**src/rtl/llpage_alloc_if.sv**
```systemverilog
// Bus between the page allocator and its requesters/reclaimers.
// Valid/ready: a transfer happens on a rising edge where srdy and drdy are both 1; srdy holds its data stable until then.
interface llpage_alloc_if #(
  parameter int lpsz    = 8,
  parameter int sources = 4,
  parameter int sinks   = 4
);
  logic [sources-1:0]    pgreq;
  logic [sources-1:0]    pgack;
  logic [sources-1:0]    lprq_srdy;
  logic [sources-1:0]    lprq_drdy;
  logic [lpsz-1:0]       lprq_page;
  logic [sinks-1:0]      lprt_srdy;
  logic [sinks-1:0]      lprt_drdy;
  logic [sinks*lpsz-1:0] lprt_page_list;
  logic [lpsz:0]         free_count;

  modport master (
    output pgreq, lprq_drdy, lprt_srdy, lprt_page_list,
    input  pgack, lprq_srdy, lprq_page, lprt_drdy, free_count
  );

  modport slave (
    input  pgreq, lprq_drdy, lprt_srdy, lprt_page_list,
    output pgack, lprq_srdy, lprq_page, lprt_drdy, free_count
  );
endinterface

```
**src/rtl/llpage_alloc.sv**
```systemverilog
// Linked-list page allocator: circular free list of 2**lpsz pages, filled at reset,
// handed to requesters one at a time and refilled by reclaimers, both round-robin.
module llpage_alloc #(
  parameter int lpsz    = 8,
  parameter int sources = 4,
  parameter int sinks   = 4
) (
  input  logic            clk,
  input  logic            reset,
  llpage_alloc_if.slave   bus,
  output logic            dbg_state
);
  localparam int pool  = 2 ** lpsz;
  localparam int src_w = (sources > 1) ? $clog2(sources) : 1;
  localparam int snk_w = (sinks > 1) ? $clog2(sinks) : 1;

  typedef enum logic {ST_INIT = 1'b0, ST_RUN = 1'b1} state_e;

  state_e             state_q, state_d;
  logic               in_init, in_run;
  logic [lpsz-1:0]    rd_ptr_q, rd_ptr_d;
  logic [lpsz-1:0]    wr_ptr_q, wr_ptr_d;
  logic [lpsz:0]      count_q, count_d;
  logic [sources-1:0] pgack_q, pgack_d;
  logic [sources-1:0] srdy_q, srdy_d;
  logic [lpsz-1:0]    page_q, page_d;
  logic [src_w-1:0]   rr_src_q, rr_src_d;
  logic [snk_w-1:0]   rr_snk_q, rr_snk_d;

  logic [lpsz-1:0]    mem_q [pool];
  logic               mem_we;
  logic [lpsz-1:0]    mem_wdata;

  logic [sources-1:0] req_mask;
  logic [src_w-1:0]   src_idx, src_win;
  logic               src_found;
  logic [snk_w-1:0]   snk_idx, snk_win;
  logic               snk_found;
  logic [lpsz-1:0]    rt_page [sinks];
  logic [lpsz-1:0]    snk_page;
  logic               pop, push;

  for (genvar g = 0; g < sinks; g++) begin : g_unpack
    assign rt_page[g] = bus.lprt_page_list[g*lpsz +: lpsz];
  end

  // FSM: state register
  always_ff @(posedge clk) begin
    if (reset) state_q <= ST_INIT;
    else       state_q <= state_d;
  end

  // FSM: next state; INIT leaves once the last page number has been written
  always_comb begin
    state_d = state_q;
    case (state_q)
      ST_INIT: if (&wr_ptr_q) state_d = ST_RUN;
      ST_RUN:  state_d = ST_RUN;
      default: state_d = ST_INIT;
    endcase
  end

  // FSM: outputs
  always_comb begin
    in_init = (state_q == ST_INIT);
    in_run  = (state_q == ST_RUN);
  end

  assign dbg_state = (state_q == ST_RUN);

  always_comb begin
    req_mask  = bus.pgreq & ~pgack_q;
    src_found = 1'b0;
    src_win   = '0;
    src_idx   = '0;
    for (int i = 0; i < sources; i++) begin
      src_idx = src_w'((int'(rr_src_q) + i) % sources);
      if (!src_found && req_mask[src_idx]) begin
        src_found = 1'b1;
        src_win   = src_idx;
      end
    end
  end

  always_comb begin
    snk_found = 1'b0;
    snk_win   = '0;
    snk_idx   = '0;
    for (int i = 0; i < sinks; i++) begin
      snk_idx = snk_w'((int'(rr_snk_q) + i) % sinks);
      if (!snk_found && bus.lprt_srdy[snk_idx]) begin
        snk_found = 1'b1;
        snk_win   = snk_idx;
      end
    end
    snk_page = rt_page[snk_win];
  end

  // count never exceeds the pool size, so its MSB alone flags a full list
  assign pop  = in_run && (count_q != '0) && (srdy_q == '0) && src_found;
  assign push = in_run && !count_q[lpsz] && snk_found && !reset;

  assign bus.lprt_drdy  = push ? (sinks'(1) << snk_win) : '0;
  assign bus.pgack      = pgack_q;
  assign bus.lprq_srdy  = srdy_q;
  assign bus.lprq_page  = page_q;
  assign bus.free_count = count_q;

  always_comb begin
    rd_ptr_d  = rd_ptr_q;
    wr_ptr_d  = wr_ptr_q;
    count_d   = count_q;
    pgack_d   = '0;
    srdy_d    = srdy_q & ~bus.lprq_drdy;
    page_d    = page_q;
    rr_src_d  = rr_src_q;
    rr_snk_d  = rr_snk_q;
    mem_we    = 1'b0;
    mem_wdata = snk_page;
    if (in_init) begin
      mem_we    = 1'b1;
      mem_wdata = wr_ptr_q;
      wr_ptr_d  = wr_ptr_q + 1'b1;
      count_d   = count_q + 1'b1;
    end
    if (pop) begin
      pgack_d  = sources'(1) << src_win;
      srdy_d   = sources'(1) << src_win;
      page_d   = mem_q[rd_ptr_q];
      rd_ptr_d = rd_ptr_q + 1'b1;
      rr_src_d = (src_win == src_w'(sources - 1)) ? '0 : src_win + 1'b1;
    end
    if (push) begin
      mem_we   = 1'b1;
      wr_ptr_d = wr_ptr_q + 1'b1;
      rr_snk_d = (snk_win == snk_w'(sinks - 1)) ? '0 : snk_win + 1'b1;
    end
    if (pop && !push)      count_d = count_q - 1'b1;
    else if (push && !pop) count_d = count_q + 1'b1;
  end

  always_ff @(posedge clk) begin
    if (reset) begin
      rd_ptr_q <= '0;
      wr_ptr_q <= '0;
      count_q  <= '0;
      pgack_q  <= '0;
      srdy_q   <= '0;
      page_q   <= '0;
      rr_src_q <= '0;
      rr_snk_q <= '0;
    end else begin
      rd_ptr_q <= rd_ptr_d;
      wr_ptr_q <= wr_ptr_d;
      count_q  <= count_d;
      pgack_q  <= pgack_d;
      srdy_q   <= srdy_d;
      page_q   <= page_d;
      rr_src_q <= rr_src_d;
      rr_snk_q <= rr_snk_d;
    end
  end

  // Read and write addresses only meet when the list is empty or full, where pop or push is blocked
  always_ff @(posedge clk) begin
    if (mem_we) mem_q[wr_ptr_q] <= mem_wdata;
  end
endmodule

```
**src/flat_wrapper.sv**
```systemverilog
// flat-port wrapper written by rule: the top's interface ports become plain ports
module llpage_alloc_flat 
#(
  parameter int lpsz    = 8,
  parameter int sources = 4,
  parameter int sinks   = 4
)
  (clk, reset, dbg_state, bus_pgreq, bus_lprq_drdy, bus_lprt_srdy, bus_lprt_page_list, bus_pgack, bus_lprq_srdy, bus_lprq_page, bus_lprt_drdy, bus_free_count);
  llpage_alloc_if #(.lpsz(lpsz), .sources(sources), .sinks(sinks)) bus_i ();
  input  logic clk;
  input  logic reset;
  output logic dbg_state;
  input wire logic [$bits(bus_i.pgreq)-1:0] bus_pgreq;
  input wire logic [$bits(bus_i.lprq_drdy)-1:0] bus_lprq_drdy;
  input wire logic [$bits(bus_i.lprt_srdy)-1:0] bus_lprt_srdy;
  input wire logic [$bits(bus_i.lprt_page_list)-1:0] bus_lprt_page_list;
  output wire logic [$bits(bus_i.pgack)-1:0] bus_pgack;
  output wire logic [$bits(bus_i.lprq_srdy)-1:0] bus_lprq_srdy;
  output wire logic [$bits(bus_i.lprq_page)-1:0] bus_lprq_page;
  output wire logic [$bits(bus_i.lprt_drdy)-1:0] bus_lprt_drdy;
  output wire logic [$bits(bus_i.free_count)-1:0] bus_free_count;
  assign bus_i.pgreq = bus_pgreq;
  assign bus_i.lprq_drdy = bus_lprq_drdy;
  assign bus_i.lprt_srdy = bus_lprt_srdy;
  assign bus_i.lprt_page_list = bus_lprt_page_list;
  assign bus_pgack = bus_i.pgack;
  assign bus_lprq_srdy = bus_i.lprq_srdy;
  assign bus_lprq_page = bus_i.lprq_page;
  assign bus_lprt_drdy = bus_i.lprt_drdy;
  assign bus_free_count = bus_i.free_count;
  llpage_alloc #(.lpsz(lpsz), .sources(sources), .sinks(sinks)) u_core (.clk(clk), .reset(reset), .bus(bus_i), .dbg_state(dbg_state));
endmodule
```
**config.mk**
```make
export PLATFORM = sky130hd
export DESIGN_NAME = llpage_alloc_flat
export DESIGN_NICKNAME = d
export VERILOG_FILES = /design/src/rtl/llpage_alloc_if.sv /design/src/rtl/llpage_alloc.sv /design/src/flat_wrapper.sv
export SDC_FILE = /design/constraint.sdc
export NUM_CORES = 2
export LEC_CHECK = 0
export CORE_ASPECT_RATIO = 0.9
export CORE_MARGIN = 2
export CORE_UTILIZATION = 40
export CTS_CLUSTER_SIZE = 12
export DETAILED_ROUTE_END_ITERATION = 12
export PLACE_DENSITY = 0.56
export REMOVE_ABC_BUFFERS = 1
export SYNTH_ARGS = -nofsm -noshare
export SYNTH_HDL_FRONTEND = slang
export SYNTH_SLANG_ARGS = --single-unit
```
**constraint.sdc**
```tcl
create_clock -name clk -period 18.5 [get_ports clk]
set_input_delay 3.7 -clock clk [delete_from_list [all_inputs] [get_ports clk]]
set_output_delay 3.7 -clock clk [all_outputs]
set_load 0.05 [all_outputs]
```
==> impl_metrics.env <==
export IMPL_status="complete, no violations"
export IMPL_cp_data_required_time_ns=14.80
export IMPL_fmax_ghz=0.100
export IMPL_p_per_area_mw_per_mm2=99.3
export IMPL_dp_hpwl_mm=129
export IMPL_synth_xor_area_frac=0.00222
export IMPL_slowest_delay_ns=0.80
export IMPL_synth_seq_cells=2094
export IMPL_path_clk_slew_ns=0.06
export IMPL_worstMarginPinSlew_ns=1.34
export IMPL_setup_tns_ns=0
export IMPL_async_flop_share=0
export IMPL_cpMostUsedCell="clkdlybuf4s50_1"
export IMPL_yosys_area_share_adder=0.00257
export IMPL_yosysWarnings=0
export IMPL_finalCritPeriodShare=0.540
export IMPL_clockRootBuffer="clkbuf_16"
export IMPL_finalClockSkew_ns=0.0546
export IMPL_synth_simple_gate_area_share=0.0383
export IMPL_grt_remaining_overflow=0
export IMPL_critPathCaptureType="output pin"
export IMPL_crit_path_max_fanout=19
export IMPL_synthCells=4152
export IMPL_avgSynthCellArea_um2=20.0
export IMPL_path_buf_inv=4
export IMPL_grtUsageTotal=0.200
export IMPL_vias_per_cell=5.79
export IMPL_synth_top_cell_by_area="edfxtp_1"
export IMPL_crit_start="bus_lprt_srdy[1]"
export IMPL_yosys_top_cells_area="edfxtp_1 74%, mux4_2 12%, mux2i_1 2.3%"
export IMPL_start_util=0.402
export IMPL_ys_flop_type="edfxtp_1"
export IMPL_hp_start="u_core.rr_snk_q[0]"
export IMPL_synth_top_family_by_area="multiplexers"
export IMPL_cts_hold_buf=0
export IMPL_clk_latency_ns=0.86
export IMPL_ys_seq_area_frac=0.753
export IMPL_pre_cts_slack_ns=8.50
export IMPL_hold_path_class="flop to flop"
export IMPL_dp_cells=6790
export IMPL_final_max_slew_viol_count=0
export IMPL_ant_nets=0
export IMPL_layout_commonest_cell="edfxtp_1"
export IMPL_ys_types=75
export IMPL_dr_total_vias=41319
export IMPL_cp_slowest_cell="clkdlybuf4s50_1"
export IMPL_die_h_um=436
export IMPL_setup_viol=0
export IMPL_yosys_area_top_type_share=0.742
export IMPL_die_x_um=484
export IMPL_gp_routability_congestion=0.845
export IMPL_drc=0
export IMPL_finalHoldViolations=0
export IMPL_cts_resized=0
export IMPL_netlist_area_mm2=0.0829
export IMPL_fp_row_count=158
export IMPL_power_leakage_uw=0.0278
export IMPL_fp_dieArea_mm2=0.211
export IMPL_fin_hold_ws_ns=0.513
export IMPL_rsz0062_at_grt="no"
export IMPL_crit_type="input port to output pin"
export IMPL_antenna_found_initial=11
export IMPL_fin_crit_ns=9.99
export IMPL_final_nets=4342
export IMPL_cts_tree="built"
export IMPL_grt_pass1_wl_mm=305
export IMPL_cts_made_buffers=207
export IMPL_drt_iter0_drc=4129
export IMPL_crit_family="buffers and inverters"
export IMPL_clockBufferDepth=3
export IMPL_synth_edff_count=2048
export IMPL_wl_per_cell_um=30.1
export IMPL_crit_chain="clkdlybuf4s50_1 > a21o_1 > a21oi_1 > o22ai_1 > buf_4 > inv_1 > ha_1 > and2_1 > clkdlybuf4s50_1"
export IMPL_clock_sinks=2094
export IMPL_synth_compound_gate_area_share=0.0320
export IMPL_muxShareOfSynthArea=0.149
export IMPL_htreeDepth=4
export IMPL_cts_setup_buffers=0
export IMPL_r2r_start="u_core.rd_ptr_q[0]"
export IMPL_drive_above_1_share=0.185
export IMPL_startpoint_type="input port"
export IMPL_layout_common_cells="2048 x edfxtp_1, 426 x mux4_2, 328 x nor2_1"
export IMPL_setup_slack_ns=8.51
export IMPL_grt_max_degree=197
export IMPL_io_pins=76
export IMPL_core_area_mm2=0.206
export IMPL_firstDrtPassIters=6
export IMPL_arrival_ns=6.29
export IMPL_port_buffers=75
export IMPL_finalWirelength_mm=215
export IMPL_cap_viol_max_count=0
export IMPL_diodes=0
export IMPL_vdd_drop_max_mv=0.0832
export IMPL_grt_pass1_vias=41266
export IMPL_areaGrowthSynthToFinish_pct=11.3
export IMPL_slew_headroom=0.106
export IMPL_layout_cells_non_filler=7132
-- per-layer routing --
layer | vias to the layer above | track usage | wire length (um)
met4 | 0 | 0.0493 | 4700
met1 | 22185 | 0.289 | 92600
met2 | 1555 | 0.310 | 101000
met5 | - | 0 | 0
met3 | 272 | 0.0449 | 16800
li1 | 17307 | - | -
-- stage by stage --
step                      cell area [um2]  total power, uW   util
after floorplan                     81100             5360      -
after global placement              86200             5410  0.419
after CTS                           92300             9240  0.448
after detailed placement            86200             5410  0.419
final                               92300             9170  0.448
after global routing                92300             9420  0.448
-- kinds of logic after synthesis --
| logic type | Yosys count |
|---|---|
| compound gates | 371 |
| fa+ha+maj | 17 |
| flops | 2094 |
| simple gates | 716 |
| mux | 659 |
| xor+xnor | 21 |
| buf+inv | 274 |
-- final timing paths --
kind                        endpoint  slack (ns)  cells after the start
max reg2reg  u_core.bus.lprq_page[4]       13.43                     11
max                 bus_lprt_drdy[3]        8.51                      9
min               u_core.rr_snk_q[0]        0.51                      2
min reg2reg       u_core.rr_snk_q[0]        0.51                      2
-- cell usage after synthesis, drive strengths merged (5+ instances only) --
library cell  count
o211ai           12
o21ai            38
clkbuf          110
a21oi            41
o22ai            81
buf             142
a22oi            28
dfxtp            46
mux2i           194
a32oi             8
mux2             12
xnor2            10
nor3             26
nand2b           12
o21a              5
nand3            54
a31oi            28
nand2           173
a22o              5
a211o             5
ha               17
and2             27
xor2             11
nand4            20
nor2b            18
mux4            453
inv              21
edfxtp         2048
or3              10
nor4             21
nor2            329
a211oi           34
a2111oi          28
o221ai           27
-- registers in the layout (all words and copies together), names as in the netlist --
| register | flops |
|---|---|
| u_core.bus.free_count | 9 |
| u_core.mem_q | 2048 |
| u_core.bus.lprq_srdy | 4 |
| u_core.bus.lprq_page | 8 |
| u_core.rr_src_q | 2 |
| u_core.dbg_state | 1 |
| u_core.rd_ptr_q | 8 |
| u_core.bus.pgack | 4 |
| u_core.rr_snk_q | 2 |
| u_core.wr_ptr_q | 8 |
-- worst reg2reg max path, delay by kind of cell, from the launching register on --
kind                   cells  cell delay, ns
AND/OR/NAND/NOR            3            0.76
flip-flops                 1            0.93
multiplexers               1            0.18
buffers and inverters      4            2.21
AO/OA/AOI/OAI              3            0.88
-- layout make-up --
class,count,area (um2)
Fill cell,17620,114000
Sequential cell,2094,62400
Multi-Input combinational cell,1784,18800
Clock buffer,273,5450
Tap cell,2720,3400
Timing Repair Buffer,170,1550
Clock inverter,69,588
Inverter,22,87.6
-- report_power, final --
group	leakage (uW)	switching (uW)	internal, uW	total, uW
Sequential	0.0194	4.23	5180	5190
Combinational	0.00555	95.1	26.6	122
Clock	0.00290	1780	2080	3860
Total	0.0278	1880	7290	9170
Note: power is estimated with default switching activity, not from simulation.
